$ cat src/rtl/reg_arb_pkg.sv
// -----------------------------------------------------------------------------
// reg_arb_pkg
//   Shared definitions for the register-file write arbiter:
//   - XLEN_DEFAULT : default data width of a write request
//   - REG_ADDR_W   : architectural register index width
//   - NUM_REGS     : number of architectural registers
//   - wr_req_t     : packed {rd, data} write request at the default width
//   - rd_onehot()  : one-hot decode of a register index
// -----------------------------------------------------------------------------
package reg_arb_pkg;

   localparam int XLEN_DEFAULT = 64;
   localparam int REG_ADDR_W   = 5;
   localparam int NUM_REGS     = 32;

   typedef struct packed {
      logic [REG_ADDR_W-1:0]   rd;
      logic [XLEN_DEFAULT-1:0] data;
   } wr_req_t;

   function automatic logic [NUM_REGS-1:0] rd_onehot(input logic [REG_ADDR_W-1:0] rd);
      return NUM_REGS'(1) << rd;
   endfunction

endpackage : reg_arb_pkg

$ cat src/rtl/reg_wr_fifo.sv
// -----------------------------------------------------------------------------
// reg_wr_fifo
//   Synchronous FIFO of pending register writes {rd, data}. Push is ignored
//   when full and pop is ignored when empty, so the caller may present either
//   unconditionally. Entry rd fields and per-entry valid bits are exported so
//   the parent can build a pending-destination mask.
//
// Ports:
//   clk, rstn            clock, synchronous active-low reset
//   push_i               write {push_rd_i, push_data_i} at the tail
//   pop_i                drop the head entry
//   head_rd_o/data_o     current head entry (meaningful when !empty_o)
//   full_o, empty_o      occupancy flags from the registered count
//   count_o              number of valid entries, 0..DEPTH
//   entry_rd_o           rd field of every storage slot
//   entry_valid_o        slot holds a live entry
// -----------------------------------------------------------------------------
module reg_wr_fifo
   import reg_arb_pkg::*;
#(
   parameter int XLEN  = XLEN_DEFAULT,
   parameter int DEPTH = 4,
   localparam int PTR_W = $clog2(DEPTH),
   localparam int CNT_W = PTR_W + 1
) (
   input  logic                                clk,
   input  logic                                rstn,
   input  logic                                push_i,
   input  logic [REG_ADDR_W-1:0]               push_rd_i,
   input  logic [XLEN-1:0]                     push_data_i,
   input  logic                                pop_i,
   output logic [REG_ADDR_W-1:0]               head_rd_o,
   output logic [XLEN-1:0]                     head_data_o,
   output logic                                full_o,
   output logic                                empty_o,
   output logic [CNT_W-1:0]                    count_o,
   output logic [DEPTH-1:0][REG_ADDR_W-1:0]    entry_rd_o,
   output logic [DEPTH-1:0]                    entry_valid_o
);

   logic [PTR_W-1:0] wr_ptr_q, wr_ptr_d;
   logic [PTR_W-1:0] rd_ptr_q, rd_ptr_d;
   logic [CNT_W-1:0] count_q,  count_d;

   logic [DEPTH-1:0][REG_ADDR_W-1:0] rd_mem_q;
   logic [DEPTH-1:0][XLEN-1:0]       data_mem_q;

   logic push_ok;
   logic pop_ok;

   assign full_o  = (count_q == CNT_W'(DEPTH));
   assign empty_o = (count_q == '0);
   assign push_ok = push_i && !full_o;
   assign pop_ok  = pop_i  && !empty_o;

   // NOTE: every always_comb output gets a default first, so no path leaves it
   // unassigned and no latch is inferred.
   always_comb begin
      wr_ptr_d = wr_ptr_q;
      rd_ptr_d = rd_ptr_q;
      count_d  = count_q;
      // DEPTH is a power of two, so pointers wrap by natural overflow.
      if (push_ok) wr_ptr_d = wr_ptr_q + PTR_W'(1);
      if (pop_ok)  rd_ptr_d = rd_ptr_q + PTR_W'(1);
      case ({push_ok, pop_ok})
         2'b10:   count_d = count_q + CNT_W'(1);
         2'b01:   count_d = count_q - CNT_W'(1);
         default: count_d = count_q;
      endcase
   end

   // NOTE: sequential state uses non-blocking assignments so every register
   // samples the pre-edge values regardless of statement order.
   always_ff @(posedge clk) begin
      if (!rstn) begin
         wr_ptr_q <= '0;
         rd_ptr_q <= '0;
         count_q  <= '0;
      end else begin
         wr_ptr_q <= wr_ptr_d;
         rd_ptr_q <= rd_ptr_d;
         count_q  <= count_d;
      end
   end

   // NOTE: storage is deliberately not reset; liveness comes from the pointers
   // and count, so stale contents are never observed.
   always_ff @(posedge clk) begin
      if (push_ok) begin
         rd_mem_q[wr_ptr_q]   <= push_rd_i;
         data_mem_q[wr_ptr_q] <= push_data_i;
      end
   end

   assign head_rd_o   = rd_mem_q[rd_ptr_q];
   assign head_data_o = data_mem_q[rd_ptr_q];
   assign count_o     = count_q;
   assign entry_rd_o  = rd_mem_q;

   // A slot is live when its distance from the read pointer (mod DEPTH) is
   // below the occupancy count.
   always_comb begin
      logic [PTR_W-1:0] offset;
      offset        = '0;
      entry_valid_o = '0;
      for (int i = 0; i < DEPTH; i++) begin
         offset           = PTR_W'(i) - rd_ptr_q;
         entry_valid_o[i] = ({1'b0, offset} < count_q);
      end
   end

endmodule : reg_wr_fifo

$ cat src/rtl/reg_write_arbiter.sv
// -----------------------------------------------------------------------------
// reg_write_arbiter
//   Shares the register file's single write port between pipeline writeback
//   (absolute priority, never stalled) and a multi-cycle AUX unit whose
//   results are buffered in a small FIFO and drained in WB bubbles. Exports a
//   pending-destination mask and requests a pipeline stall when the FIFO head
//   has waited STARVE_LIMIT cycles.
//
// Ports:
//   clk, rstn                      clock, synchronous active-low reset
//   wb_write, wb_rd, wb_data       writeback request (rd 0 is a no-op)
//   aux_valid, aux_ready           AUX handshake; ready = FIFO not full
//   aux_rd, aux_data               AUX result (rd 0 acknowledged, dropped)
//   rf_write, rf_rd, rf_wdata      register file write port (combinational)
//   pending_mask                   bit r set iff a buffered entry targets r
//   pipe_stall                     registered stall request on starvation
// -----------------------------------------------------------------------------
module reg_write_arbiter
   import reg_arb_pkg::*;
#(
   parameter int XLEN         = XLEN_DEFAULT,
   parameter int DEPTH        = 4,
   parameter int STARVE_LIMIT = 8
) (
   input  logic                  clk,
   input  logic                  rstn,
   input  logic                  wb_write,
   input  logic [REG_ADDR_W-1:0] wb_rd,
   input  logic [XLEN-1:0]       wb_data,
   input  logic                  aux_valid,
   output logic                  aux_ready,
   input  logic [REG_ADDR_W-1:0] aux_rd,
   input  logic [XLEN-1:0]       aux_data,
   output logic                  rf_write,
   output logic [REG_ADDR_W-1:0] rf_rd,
   output logic [XLEN-1:0]       rf_wdata,
   output logic [NUM_REGS-1:0]   pending_mask,
   output logic                  pipe_stall
);

   localparam int CNT_W    = $clog2(DEPTH) + 1;
   localparam int STARVE_W = $clog2(STARVE_LIMIT + 1);
   localparam logic [STARVE_W-1:0] STARVE_MAX = STARVE_W'(STARVE_LIMIT);

   logic                             wb_active;
   logic                             fifo_push;
   logic                             fifo_pop;
   logic                             fifo_full;
   logic                             fifo_empty;
   logic [CNT_W-1:0]                 fifo_count;
   logic [REG_ADDR_W-1:0]            head_rd;
   logic [XLEN-1:0]                  head_data;
   logic [DEPTH-1:0][REG_ADDR_W-1:0] entry_rd;
   logic [DEPTH-1:0]                 entry_valid;

   logic [STARVE_W-1:0] starve_q, starve_d;
   logic                pipe_stall_q, pipe_stall_d;

   assign wb_active = wb_write && (wb_rd != '0);

   // Ready depends only on registered occupancy: a pop in the same cycle does
   // not open a slot while full.
   assign aux_ready = !fifo_full;
   assign fifo_push = aux_valid && aux_ready && (aux_rd != '0);
   assign fifo_pop  = !wb_active && !fifo_empty;

   reg_wr_fifo #(
      .XLEN  (XLEN),
      .DEPTH (DEPTH)
   ) u_fifo (
      .clk           (clk),
      .rstn          (rstn),
      .push_i        (fifo_push),
      .push_rd_i     (aux_rd),
      .push_data_i   (aux_data),
      .pop_i         (fifo_pop),
      .head_rd_o     (head_rd),
      .head_data_o   (head_data),
      .full_o        (fifo_full),
      .empty_o       (fifo_empty),
      .count_o       (fifo_count),
      .entry_rd_o    (entry_rd),
      .entry_valid_o (entry_valid)
   );

   // Write-port mux: WB wins outright, the FIFO head fills bubbles.
   always_comb begin
      rf_write = 1'b0;
      rf_rd    = '0;
      rf_wdata = '0;
      if (wb_active) begin
         rf_write = 1'b1;
         rf_rd    = wb_rd;
         rf_wdata = wb_data;
      end else if (!fifo_empty) begin
         rf_write = 1'b1;
         rf_rd    = head_rd;
         rf_wdata = head_data;
      end
   end

   always_comb begin
      pending_mask = '0;
      for (int i = 0; i < DEPTH; i++) begin
         if (entry_valid[i]) pending_mask = pending_mask | rd_onehot(entry_rd[i]);
      end
      // r0 is never written, so it is never pending.
      pending_mask[0] = 1'b0;
   end

   // The starve counter measures how long the current head has been blocked.
   // The stall is raised on the edge where the count reaches the limit and is
   // held until the head finally drains.
   always_comb begin
      starve_d     = starve_q;
      pipe_stall_d = pipe_stall_q;
      if (fifo_pop || (fifo_count == '0)) begin
         starve_d = '0;
      end else if (starve_q != STARVE_MAX) begin
         starve_d = starve_q + STARVE_W'(1);
      end
      if (fifo_pop) begin
         pipe_stall_d = 1'b0;
      end else if (starve_d == STARVE_MAX) begin
         pipe_stall_d = 1'b1;
      end
   end

   always_ff @(posedge clk) begin
      if (!rstn) begin
         starve_q     <= '0;
         pipe_stall_q <= 1'b0;
      end else begin
         starve_q     <= starve_d;
         pipe_stall_q <= pipe_stall_d;
      end
   end

   assign pipe_stall = pipe_stall_q;

endmodule : reg_write_arbiter

$ cat config.mk
export PLATFORM = sky130hd
export DESIGN_NAME = reg_write_arbiter
export DESIGN_NICKNAME = d
export VERILOG_FILES = /design/src/rtl/reg_arb_pkg.sv /design/src/rtl/reg_wr_fifo.sv /design/src/rtl/reg_write_arbiter.sv
export SDC_FILE = /design/constraint.sdc
export NUM_CORES = 1
export LEC_CHECK = 0
export ABC_CLOCK_PERIOD_IN_PS = 3310
export CAP_MARGIN = 0
export CORE_MARGIN = 2
export CORE_UTILIZATION = 30
export CTS_CLUSTER_DIAMETER = 40
export DETAILED_ROUTE_END_ITERATION = 7
export GPL_TIMING_DRIVEN = 0
export MAX_ROUTING_LAYER = met4
export SETUP_SLACK_MARGIN = 0.15
export SYNTH_ARGS = -nofsm -noshare
export SYNTH_HDL_FRONTEND = slang
export SYNTH_SLANG_ARGS = --single-unit
$ cat constraint.sdc
create_clock -name clk -period 3.31 [get_ports clk]
set_clock_uncertainty 0.1 [all_clocks]
set_input_delay 0.8275 -clock clk [delete_from_list [all_inputs] [get_ports clk]]
set_output_delay 0.8275 -clock clk [all_outputs]
set_load 0.005 [all_outputs]
==> results of run 1 <==
[final timing paths]
path	start	end	slack, ns	cells past startpoint
setup reg to reg	u_fifo.count_o[2]	u_fifo.count_o[2]	0.46	10
setup / recovery	u_fifo.rd_ptr_q[1]	pending_mask[3]	-0.50	14
hold reg to reg	pipe_stall	pipe_stall	0.34	2
hold / removal	pipe_stall	pipe_stall	0.34	2
[synth_stat cells (all sizes together) (6+ instances only)]
| cell | count | area [um2] |
|---|---|---|
| o22ai | 15 | 93.8 |
| o2111ai | 10 | 93.8 |
| buf | 23 | 133 |
| mux4 | 69 | 1550 |
| or3 | 10 | 62.6 |
| and2 | 9 | 56.3 |
| nor2 | 25 | 93.8 |
| nand2b | 14 | 87.6 |
| o2111a | 6 | 67.6 |
| o21ai | 72 | 360 |
| inv | 17 | 63.8 |
| a221o | 11 | 110 |
| nor3b | 8 | 70.1 |
| nand3 | 15 | 75.1 |
| ha | 11 | 138 |
| nor2b | 12 | 75.1 |
| clkbuf | 36 | 135 |
| edfxtp | 276 | 8290 |
| nor3 | 14 | 70.1 |
| nand2 | 159 | 597 |
| dfxtp | 12 | 240 |
| a22oi | 13 | 97.6 |
[registers in the layout, indices dropped and copies added, names as in the netlist]
signal / flops
u_fifo.entry_rd_o: 20
pipe_stall: 1
starve_q: 4
u_fifo.rd_ptr_q: 2
u_fifo.count_o: 3
u_fifo.data_mem_q: 256
u_fifo.wr_ptr_q: 2
[routing by layer]
| layer | track usage | vias to the layer above |
|---|---|---|
| met5 | - | - |
| met4 | 0.0446 | 0 |
| met3 | 0.0353 | 63 |
| met2 | 0.291 | 312 |
| met1 | 0.238 | 4778 |
| li1 | - | 4276 |
[timing repair]
item                       in CTS  in global routing
pin swaps                      85                 63
cloned                          9                  1
gates resized for setup       758                126
setup endpoints to repair     103                102
buffers inserted               77                 12
[cell type report]
type                    instances  area [um2]  share of cell area
diodes                          2        5.00            0.000251
plain buffers                  59         693              0.0348
clock buffers                  47        1070              0.0537
clock inverters                25         340              0.0171
inverters                      17        63.8             0.00320
multi-input cells             530        5140               0.258
flip-flops and latches        288        8530               0.428
well taps                     585         732              0.0367
repair buffers                347        3360               0.168
[stage by stage]
step / cell area (um2) / hold slack (ns)
final: 19900 / 0.343
after global routing: 19900 / 0.375
after CTS: 19400 / 0.344
after detailed placement: 16300 / 0.336
after global placement: 16200 / 0.342
after floorplan: 13100 / 0.340
[cells by family after synthesis]
| kind of cell | Yosys count |
|---|---|
| compound gates | 152 |
| xor+xnor | 6 |
| fa+ha+maj | 12 |
| buf+inv | 76 |
| flops | 288 |
| mux | 70 |
| other cells | 1 |
| simple gates | 289 |
[power by group]
part	internal, mW	switching [mW]	total [mW]
logic	2.12	2.36	4.48
clock network	2.88	1.58	4.46
registers	4.39	0.108	4.50
[worst max-delay path: cells and delay by family, from the launching register on]
kind | cells | cell delay [ns]
xor+xnor | 1 | 0.15
buf+inv | 8 | 0.98
fa+ha+maj | 1 | 0.27
flops | 1 | 0.33
simple gates | 1 | 0.07
compound gates | 3 | 0.54
==> parameters.txt, run 1 <==
Parameter                              Value

Layout
  Post-route non-filler standard cell count ... 1900
  Area Overhead vs Synth ... 53.0%
  Post-Route Utilization ... 0.464
  Final layout net count ... 1437
  Commonest cells after routing, fill and taps aside ... sky130_fd_sc_hd__edfxtp_1, sky130_fd_sc_hd__clkdlybuf4s50_1, sky130_fd_sc_hd__nand2_1
  Number of filler cells placed in the layout ... 3878
  Most frequent standard cell in the layout excluding fill and tap cells ... sky130_fd_sc_hd__edfxtp_1
  Share of layout cells above drive strength 1 ... 0.436

Floorplanning
  Initial Utilization ... 0.303
  Floorplan die area ... 45100 um2
  Chip Height ... 212 um
  Top-level port count ... 246
  Die X-Extent ... 212 um
  Row count ... 76
  Total core area ... 43000 um2

Clock network
  TritonCTS clock tree ... yes
  Clock buffers created by TritonCTS ... 40
  H-Tree Level Count ... 2
  Source-to-sink clock delay at the later pin of the worst-skew pair ... 0.52 ns
  CTS sink cnt ... 288
  Clock root buffer ... sky130_fd_sc_hd__clkbuf_16
  Clock transition at path regs ... 0.05 ns
  Post-CTS Hold Fix Bufs ... 0
  CTS Buffer Depth ... 3

Timing
  RSZ-0062 raised after global routing ... true
  Time the final worst path needs with I/O delays and setup ... 3.81 ns
  Tightest slew margin relative to the limit ... 0.390
  Max Transition Viols Final ... 0
  Slew @ Worst Pin ... 0.907 ns
  Final setup vio count ... 101
  Achievable frequency ... 263 MHz
  Hold Vio Cnt, Final ... 0
  Final-layout setup total negative slack ... -23.84 ns
  Worst Slack Setup Final ... -0.497 ns
  Post-route clock period utilization ... 1.15

Pwr
  Largest vdd supply drop ... 0.314 mV
  Total power density per cell area ... 674 nW/um2
  Leakage power ... 7.13 nW
  Post-route total power ... 13.4 mW

Synth
  Main combinational cell family by area after synthesis ... multiplexers
  Number of enable-type register cells in the synthesized netlist ... 276
  Cell Area, Synth ... 13000 um2
  Post-synthesis async set-or-reset flop share ... 0
  Count of unique library cells instantiated by Yosys ... 54
  Adder-Cell Fraction of Synth Area ... 0.0121
  Synthesized Nets ... 1048
  Multiplexer fraction of the synthesized cell area ... 0.120
  Area share of and/or/nand/nor cells after synthesis ... 0.104
  Part of the Yosys area used for sequential elements ... 0.655
  Number of flip-flops and latches in the synthesized netlist ... 288
  Post-synthesis compound-gate area fraction ... 0.0789
  Yosys warning count ... 0
  Post-synthesis instance total ... 894
  Most used flip-flop cell after synthesis ... sky130_fd_sc_hd__edfxtp_1
  Avg Cell Area, Syn ... 14.6 um2
  Synthesized-area fraction occupied by xor and xnor cells ... 0.00403

Routing
  DR vias ... 9429
  Vias per inst ... 4.96
  Routed wire length on met3 ... 2.49 mm
  Routed WL per cell ... 21.3 um
  DRT Wirelength ... 40.5 mm
  Uppermost routed layer ... met4
  Remaining antenna violation count after routing ... 0
  Router iterations before antenna repair ... 5
  Final routed DRC violation total ... 0
  1st-iter DRT viols ... 547
  Met1 routed wirelength after detailed routing ... 17.2 mm
  Met2 wire length ... 19.9 mm

Setup path
  Kind of critical path ... flop to primary output
  Most frequent CP cell ... sky130_fd_sc_hd__buf_6
  Longest individual stage delay on the worst path ... 0.33 ns
  Worst endpoint data arrival time ... 2.88 ns
  Worst setup EP type ... primary output
  CP Max Fanout ... 6
  Chain of cells forming the critical path ... clkbuf_16, clkbuf_16, xnor2_4, ha_1, nand2b_1, buf_6, buf_6, o2111ai_4, buf_6, buf_6, buf_6, o22ai_4, a221o_1, buf_2
  Required time of the critical path ... 2.38 ns
  Kind of start point of the critical path ... flop
  Critical-path cell with the highest stage delay ... sky130_fd_sc_hd__dfxtp_2

Hold path
  Worst hold-check path type ... flop to flop

Run status
  Status ... finished with violations
  Violated checks ... negative setup slack

Global routing
  Initial antenna violation count ... 2
  Residual overflow from global routing ... 0
  Vias in the first global route ... 9530
  Maximum number of pins on one net before global-route repair ... 51
  Wire length of the first global-routing pass ... 59.3 mm
  Total routing resource utilization after global routing ... 0.182

Place
  Number of buffer cells added on primary ports ... 244
  Half-perimeter wire length after detailed placement ... 25.9 mm
  Gp weighted congestion ... 0.924
  Number of placed instances, taps included ... 1727
  Placement Setup Slack ... -1.32 ns

Job
  Max-capacitance violation count ... 0
No activity file was read; power rests on OpenSTA's default activity.
==> run 2: changes to the inputs <==
- CAP_MARGIN: 0 -> 25
- CORE_MARGIN: 2 -> 5
==> run 2 against run 1 <==
Against the previous run: the run still ends with negative setup slack left; clock power increased by 4%; worst setup slack improved by 0.068 ns; via count decreased by 1.4%; wire length decreased by 0.36%; hold slack improved by 0.018 ns; critical path depth decreased by 3.
==> parameters.txt, run 2 (synthesis gave the netlist of run 1 again) <==
Parameter                              Value

Floorplanning
  Total core area ... 43000 um2 (unchanged)
  Floorplan die area ... 47700 um2 (+5.7%)
  Die X-Extent ... 218 um (+2.8%)
  Row count ... 76 (unchanged)
  Top-level port count ... 246 (unchanged)
  Chip Height ... 218 um (+2.8%)
  Initial Utilization ... 0.303 (unchanged)

Clock network
  CTS Buffer Depth ... 3 (unchanged)
  Clock buffers created by TritonCTS ... 41 (+2.5%)
  Source-to-sink clock delay at the later pin of the worst-skew pair ... 0.52 ns (about the same)
  CTS sink cnt ... 288 (unchanged)
  Clock transition at path regs ... 0.05 ns (about the same)
  TritonCTS clock tree ... yes
  Clock root buffer ... sky130_fd_sc_hd__clkbuf_16
  H-Tree Level Count ... 2 (unchanged)

Routing
  Vias per inst ... 4.92 (-0.91%)
  Final routed DRC violation total ... 0 (unchanged)
  Routed WL per cell ... 21.3 um (+0.11%)
  DRT Wirelength ... 40.3 mm (-0.36%)
  Remaining antenna violation count after routing ... 0 (unchanged)
  Router iterations before antenna repair ... 5 (unchanged)
  1st-iter DRT viols ... 647 (+18%)
  DR vias ... 9299 (-1.4%)

Setup path
  Kind of start point of the critical path ... flop
  CP Max Fanout ... 4 (-2)
  Worst endpoint data arrival time ... 2.81 ns (-0.07 ns)
  Flop2flop setup slack ... 0.44 ns (-0.02 ns)
  Buffer and inverter count on the worst path ... 5 (-3)
  Cell class contributing the biggest share of worst-path delay ... buffers and inverters
  Kind of critical path ... flop to primary output
  Required time of the critical path ... 2.38 ns (about the same)
  Chain of cells forming the critical path ... clkbuf_16, clkbuf_16, xnor2_4, inv_2, ha_4, nand2b_4, o2111ai_4, buf_6, nor3_2, or4_4, buf_6
  Worst setup EP type ... primary output
  Critical-path cell with the highest stage delay ... sky130_fd_sc_hd__or4_4
  Longest individual stage delay on the worst path ... 0.50 ns (+0.17 ns)

Timing
  Final setup vio count ... 93 (-7.9%)
  Tightest slew margin relative to the limit ... 0.358 (-0.0320)
  Post-route clock period utilization ... 1.13 (-0.0205)
  Slew @ Worst Pin ... 0.955 ns (+0.0476 ns)
  Hold Vio Cnt, Final ... 0 (unchanged)
  RSZ-0062 raised after global routing ... true
  Max Transition Viols Final ... 0 (unchanged)
  Worst Slack Setup Final ... -0.429 ns (+0.0680 ns)
  Achievable frequency ... 267 MHz (+1.8%)
  Time the final worst path needs with I/O delays and setup ... 3.74 ns (-0.0680 ns)

Global routing
  Wire length of the first global-routing pass ... 59.9 mm (+1.0%)
  Initial antenna violation count ... 2 (unchanged)
  Vias in the first global route ... 9706 (+1.8%)
  Residual overflow from global routing ... 0 (unchanged)
  Maximum number of pins on one net before global-route repair ... 43 (-16%)
  Total routing resource utilization after global routing ... 0.170 (-0.0114)

Pwr
  Leakage power ... 7.10 nW (-0.43%)
  Largest vdd supply drop ... 0.420 mV (+34%)
  Clock power share ... 0.343 (+0.011)
  Part of the total power dissipated in sequential elements ... 0.331 (-0.004)
  Post-route total power ... 13.6 mW (+1.2%)
  Switch share ... 0.302 (+0.000900)
  Net switching power ... 4.10 mW (+1.5%)
  Total power density per cell area ... 686 nW/um2 (+1.8%)
  Int Power ... 9.50 mW (+1.1%)
  Combinational share of power ... 0.326 (-0.007)

Place
  Total placed instance area ... 16300 um2 (unchanged)
  Half-perimeter wire length after detailed placement ... 26.0 mm (about the same)
  Placement Setup Slack ... -1.26 ns (+0.0556 ns)
  Number of buffer cells added on primary ports ... 244 (unchanged)
  Gp weighted congestion ... 0.888 (-3.9%)

Layout
  Share of layout cells above drive strength 1 ... 0.444 (+0.00753)
  Summed area of non-filler cells in the final layout ... 19800 um2 (-0.58%)
  Final layout net count ... 1425 (-0.84%)
  Area Overhead vs Synth ... 52.1%
  Flip-flop count of the largest register, all copies and words added ... 256 (unchanged)
  Commonest cells after routing, fill and taps aside ... sky130_fd_sc_hd__edfxtp_1, sky130_fd_sc_hd__clkdlybuf4s50_1, sky130_fd_sc_hd__buf_2
  Most frequent standard cell in the layout excluding fill and tap cells ... sky130_fd_sc_hd__edfxtp_1
  Top reg by flops ... u_fifo.data_mem_q
  Post-Route Utilization ... 0.461 (-0.00271)

Hold path
  Worst hold-check path type ... flop to flop

Job
  Max-capacitance violation count ... 0 (unchanged)

Run status
  Status ... finished with violations
  Violated checks ... negative setup slack
-- run 2: final timing paths --
path,start,to,cells after the start
max,u_fifo.rd_ptr_q[1],pending_mask[29],11
min,pipe_stall,pipe_stall,2
max reg2reg,u_fifo.count_o[2],u_fifo.count_o[2],11
min reg2reg,pipe_stall,pipe_stall,2
-- run 2: layer usage --
| metal | routed length, um | GRT usage |
|---|---|---|
| met5 | 0 | - |
| met4 | 907 | 0.0488 |
| met3 | 1950 | 0.0342 |
| met2 | 20600 | 0.278 |
| met1 | 16900 | 0.217 |
-- run 2: what timing repair did --
item | CTS | global route
pin swaps | 85 | 69
setup endpoints to repair | 102 | 102
hold buffers | 0 | 0
gates cloned | 11 | 0
gates resized for setup | 770 | 125
buffers inserted | 66 | 11
-- run 2: stage by stage --
stage	cells	hold WS, ns	setup TNS, ns
2_1_floorplan	894	0.340	0
3_3_place_gp	1723	0.344	-320.86
3_5_place_dp	1727	0.353	-109.97
4_1_cts	1878	0.362	-16.82
5_1_grt	1889	0.404	-21.82
6_report	1891	0.361	-15.93
-- run 2: power groups by stage --
stage | clock (mW) | combinational, mW | sequential (mW)
6_report | 4.66 | 4.44 | 4.50
5_1_grt | 4.96 | 4.78 | 4.53
4_1_cts | 4.76 | 4.23 | 4.50
3_5_place_dp | 0 | 3.58 | 4.57
3_3_place_gp | 0 | 3.53 | 4.57
2_1_floorplan | 0 | 1.98 | 4.54
-- run 2: final cells by class --
class,count,area (um2)
antenna,4,10.0
buffer,58,682
clock buffer,45,1080
clock inverter,29,397
fill,3837,23200
inverter,17,63.8
multi-input combinational,530,5220
sequential,288,8530
tap,585,732
timing repair buffer,335,3100
-- run 2: tightest hold or removal path: cells and delay by family, from the launching register on --
family,cells,cell delay (ns)
buffers and inverters,1,0.06
flip-flops,1,0.30
AO/OA/AOI/OAI,1,0.05
==> run 3: changes to the inputs <==
- GPL_ROUTABILITY_DRIVEN: default -> 0
==> run 3 against run 2 <==
Against the previous run: the flow still finishes with violations (negative setup slack); sequential share of layout area up 0.52 points; register-to-register slack better by 0.06 ns; clock power down 10%; design area down 1.2%; first-iteration DRC count up 13%; critical endpoint unchanged; largest cell class unchanged; largest power group is now registers.
==> parameters.txt, run 3 (synthesis gave the netlist of run 1 again) <==
Parameter                              Value

Run status
  Status ... finished with violations
  Violated checks ... negative setup slack

Timing
  Hold Vio Cnt, Final ... 0 (unchanged)
  Final setup vio count ... 95 (+2.2%)
  Worst Slack Setup Final ... -0.390 ns (+0.0392 ns)
  Hold Slack ... 0.354 ns (-0.00664 ns)
  Post-route clock period utilization ... 1.12 (-0.0118)
  RSZ-0062 raised after global routing ... true
  Tightest slew margin relative to the limit ... 0.396 (+0.0372)
  Max Transition Viols Final ... 0 (unchanged)
  Slew @ Worst Pin ... 0.900 ns (-0.0553 ns)
  Achievable frequency ... 270 MHz (+1.1%)
  Time the final worst path needs with I/O delays and setup ... 3.70 ns (-0.0392 ns)
  Final-layout setup total negative slack ... -14.70 ns (+1.23 ns)

Setup path
  Worst Setup SP ... u_fifo.rd_ptr_q[1]
  Chain of cells forming the critical path ... clkbuf_16, clkbuf_16, xnor2_4, inv_2, ha_4, nand2b_4, o2111ai_4, buf_6, nor3_2, or4_1, buf_2
  Most frequent CP cell ... sky130_fd_sc_hd__clkbuf_16
  Kind of critical path ... flop to primary output
  Required time of the critical path ... 2.38 ns (about the same)
  Longest individual stage delay on the worst path ... 0.50 ns (about the same)
  Worst setup EP type ... primary output
  Worst endpoint data arrival time ... 2.77 ns (-0.04 ns)
  Reg2Reg Launch Point ... u_fifo.count_o[2]
  CP Max Fanout ... 6 (+2)
  Kind of start point of the critical path ... flop
  Critical-path cell with the highest stage delay ... sky130_fd_sc_hd__or4_1

Pwr
  Combinational share of power ... 0.332 (+0.006)
  Total power density per cell area ... 663 nW/um2 (-3.4%)
  Leakage power ... 6.97 nW (-1.8%)
  Int Power ... 9.06 mW (-4.6%)
  Clock power share ... 0.322 (-0.021)
  Switch share ... 0.302 (+0.000581)
  Net switching power ... 3.93 mW (-4.3%)
  Part of the total power dissipated in sequential elements ... 0.346 (+0.015)
  Largest vdd supply drop ... 0.307 mV (-27%)

Floorplanning
  Initial Utilization ... 0.303 (unchanged)
  Chip Height ... 218 um (unchanged)
  Top-level port count ... 246 (unchanged)
  Die X-Extent ... 218 um (unchanged)
  Total core area ... 43000 um2 (unchanged)
  Floorplan die area ... 47700 um2 (unchanged)
  Row count ... 76 (unchanged)

Routing
  Final routed DRC violation total ... 0 (unchanged)
  1st-iter DRT viols ... 733 (+13%)
  Vias per inst ... 4.97 (+1.1%)
  DRT Wirelength ... 39.7 mm (-1.6%)
  Routed WL per cell ... 21.1 um (-0.87%)
  Router iterations before antenna repair ... 5 (unchanged)
  DR vias ... 9332 (+0.35%)
  Remaining antenna violation count after routing ... 0 (unchanged)

Clock network
  TritonCTS clock tree ... yes
  Clock buffers created by TritonCTS ... 39 (-4.9%)
  Clock transition at path regs ... 0.06 ns (about the same)
  Clock root buffer ... sky130_fd_sc_hd__clkbuf_16
  CTS Buffer Depth ... 3 (unchanged)
  CTS sink cnt ... 288 (unchanged)
  Post-CTS Hold Fix Bufs ... 0 (unchanged)
  Source-to-sink clock delay at the later pin of the worst-skew pair ... 0.51 ns (about the same)
  H-Tree Level Count ... 2 (unchanged)

Layout
  Area Overhead vs Synth ... 50.3%
  Top reg by flops ... u_fifo.data_mem_q
  Most frequent standard cell in the layout excluding fill and tap cells ... sky130_fd_sc_hd__edfxtp_1
  Number of filler cells placed in the layout ... 3838 (+0.026%)
  Share of layout cells above drive strength 1 ... 0.422 (-0.0222)
  Post-Route Utilization ... 0.456 (-0.00547)
  Final layout net count ... 1414 (-0.77%)
  Commonest cells after routing, fill and taps aside ... sky130_fd_sc_hd__edfxtp_1, sky130_fd_sc_hd__clkdlybuf4s50_1, sky130_fd_sc_hd__nand2_1
  Flip-flop count of the largest register, all copies and words added ... 256 (unchanged)

Global routing
  Maximum number of pins on one net before global-route repair ... 48 (+12%)
  Initial antenna violation count ... 2 (unchanged)
  Residual overflow from global routing ... 0 (unchanged)
  Vias in the first global route ... 9706 (unchanged)
  Wire length of the first global-routing pass ... 59.1 mm (-1.4%)
  Total routing resource utilization after global routing ... 0.166 (-0.00385)

Job
  Max-capacitance violation count ... 0 (unchanged)

Hold path
  Worst min-delay path startpoint ... pipe_stall
  Worst hold-check path type ... flop to flop

Place
  Half-perimeter wire length after detailed placement ... 25.0 mm (-3.6%)
  Placement Setup Slack ... -1.28 ns (-0.0202 ns)
  Number of buffer cells added on primary ports ... 244 (unchanged)
[run 3: what timing repair did]
item / 4_1_cts / 5_1_grt
buffers inserted: 58 / 8
gates resized for setup: 758 / 103
setup endpoints to repair: 102 / 102
pin swaps: 88 / 47
gates cloned: 12 / 0
[run 3: worst max-delay path, delay by kind of cell (launching register included)]
kind / cells / cell delay, ns
buffers and inverters: 5 / 0.66
xor gates and xnor gates: 1 / 0.14
AOI/OAI and AO/OA: 1 / 0.22
adders and majority gates: 1 / 0.27
and+or+nand+nor: 3 / 0.62
DFF: 1 / 0.33
[run 3: final cells by class]
class / instances / area [um2] / share of cell area
repair buffers: 326 / 3170 / 0.162
flip-flops and latches: 288 / 8530 / 0.436
well taps: 585 / 732 / 0.0374
multi-input cells: 530 / 5100 / 0.260
plain buffers: 58 / 667 / 0.0341
inverters: 17 / 63.8 / 0.00326
clock inverters: 27 / 305 / 0.0156
diodes: 2 / 5.00 / 0.000256
clock buffers: 44 / 1020 / 0.0519
[run 3: power groups by stage]
stage          Clock (mW)  Sequential, mW  Combinational [mW]
2_1_floorplan           0            4.54                1.98
3_3_place_gp            0            4.57                3.48
3_5_place_dp            0            4.57                3.55
4_1_cts              4.27            4.50                4.19
5_1_grt              4.46            4.52                4.65
6_report             4.18            4.50                4.31
[run 3: routing by layer]
layer | vias to the layer above | GRT usage | part of all wire
met4 | 0 | 0.0473 | 0.026
met1 | 4675 | 0.210 | 0.42
met5 | - | - | 0
li1 | 4235 | - | -
met2 | 349 | 0.274 | 0.50
met3 | 73 | 0.0349 | 0.055
[run 3: per-stage QoR]
stage	cells	area [um2]	power (mW)
floorplan	894	13100	6.52
global placement	1723	16200	8.05
detailed placement	1727	16300	8.11
CTS	1868	19200	13.0
global route	1877	19600	13.6
finish	1877	19600	13.0
[run 3: path summary, 6_finish.rpt]
| path | endpoint | slack, ns | cells after the start |
|---|---|---|---|
| min reg2reg | pipe_stall | 0.35 | 2 |
| min | pipe_stall | 0.35 | 2 |
| max | pending_mask[29] | -0.39 | 11 |
| max reg2reg | u_fifo.count_o[2] | 0.50 | 12 |
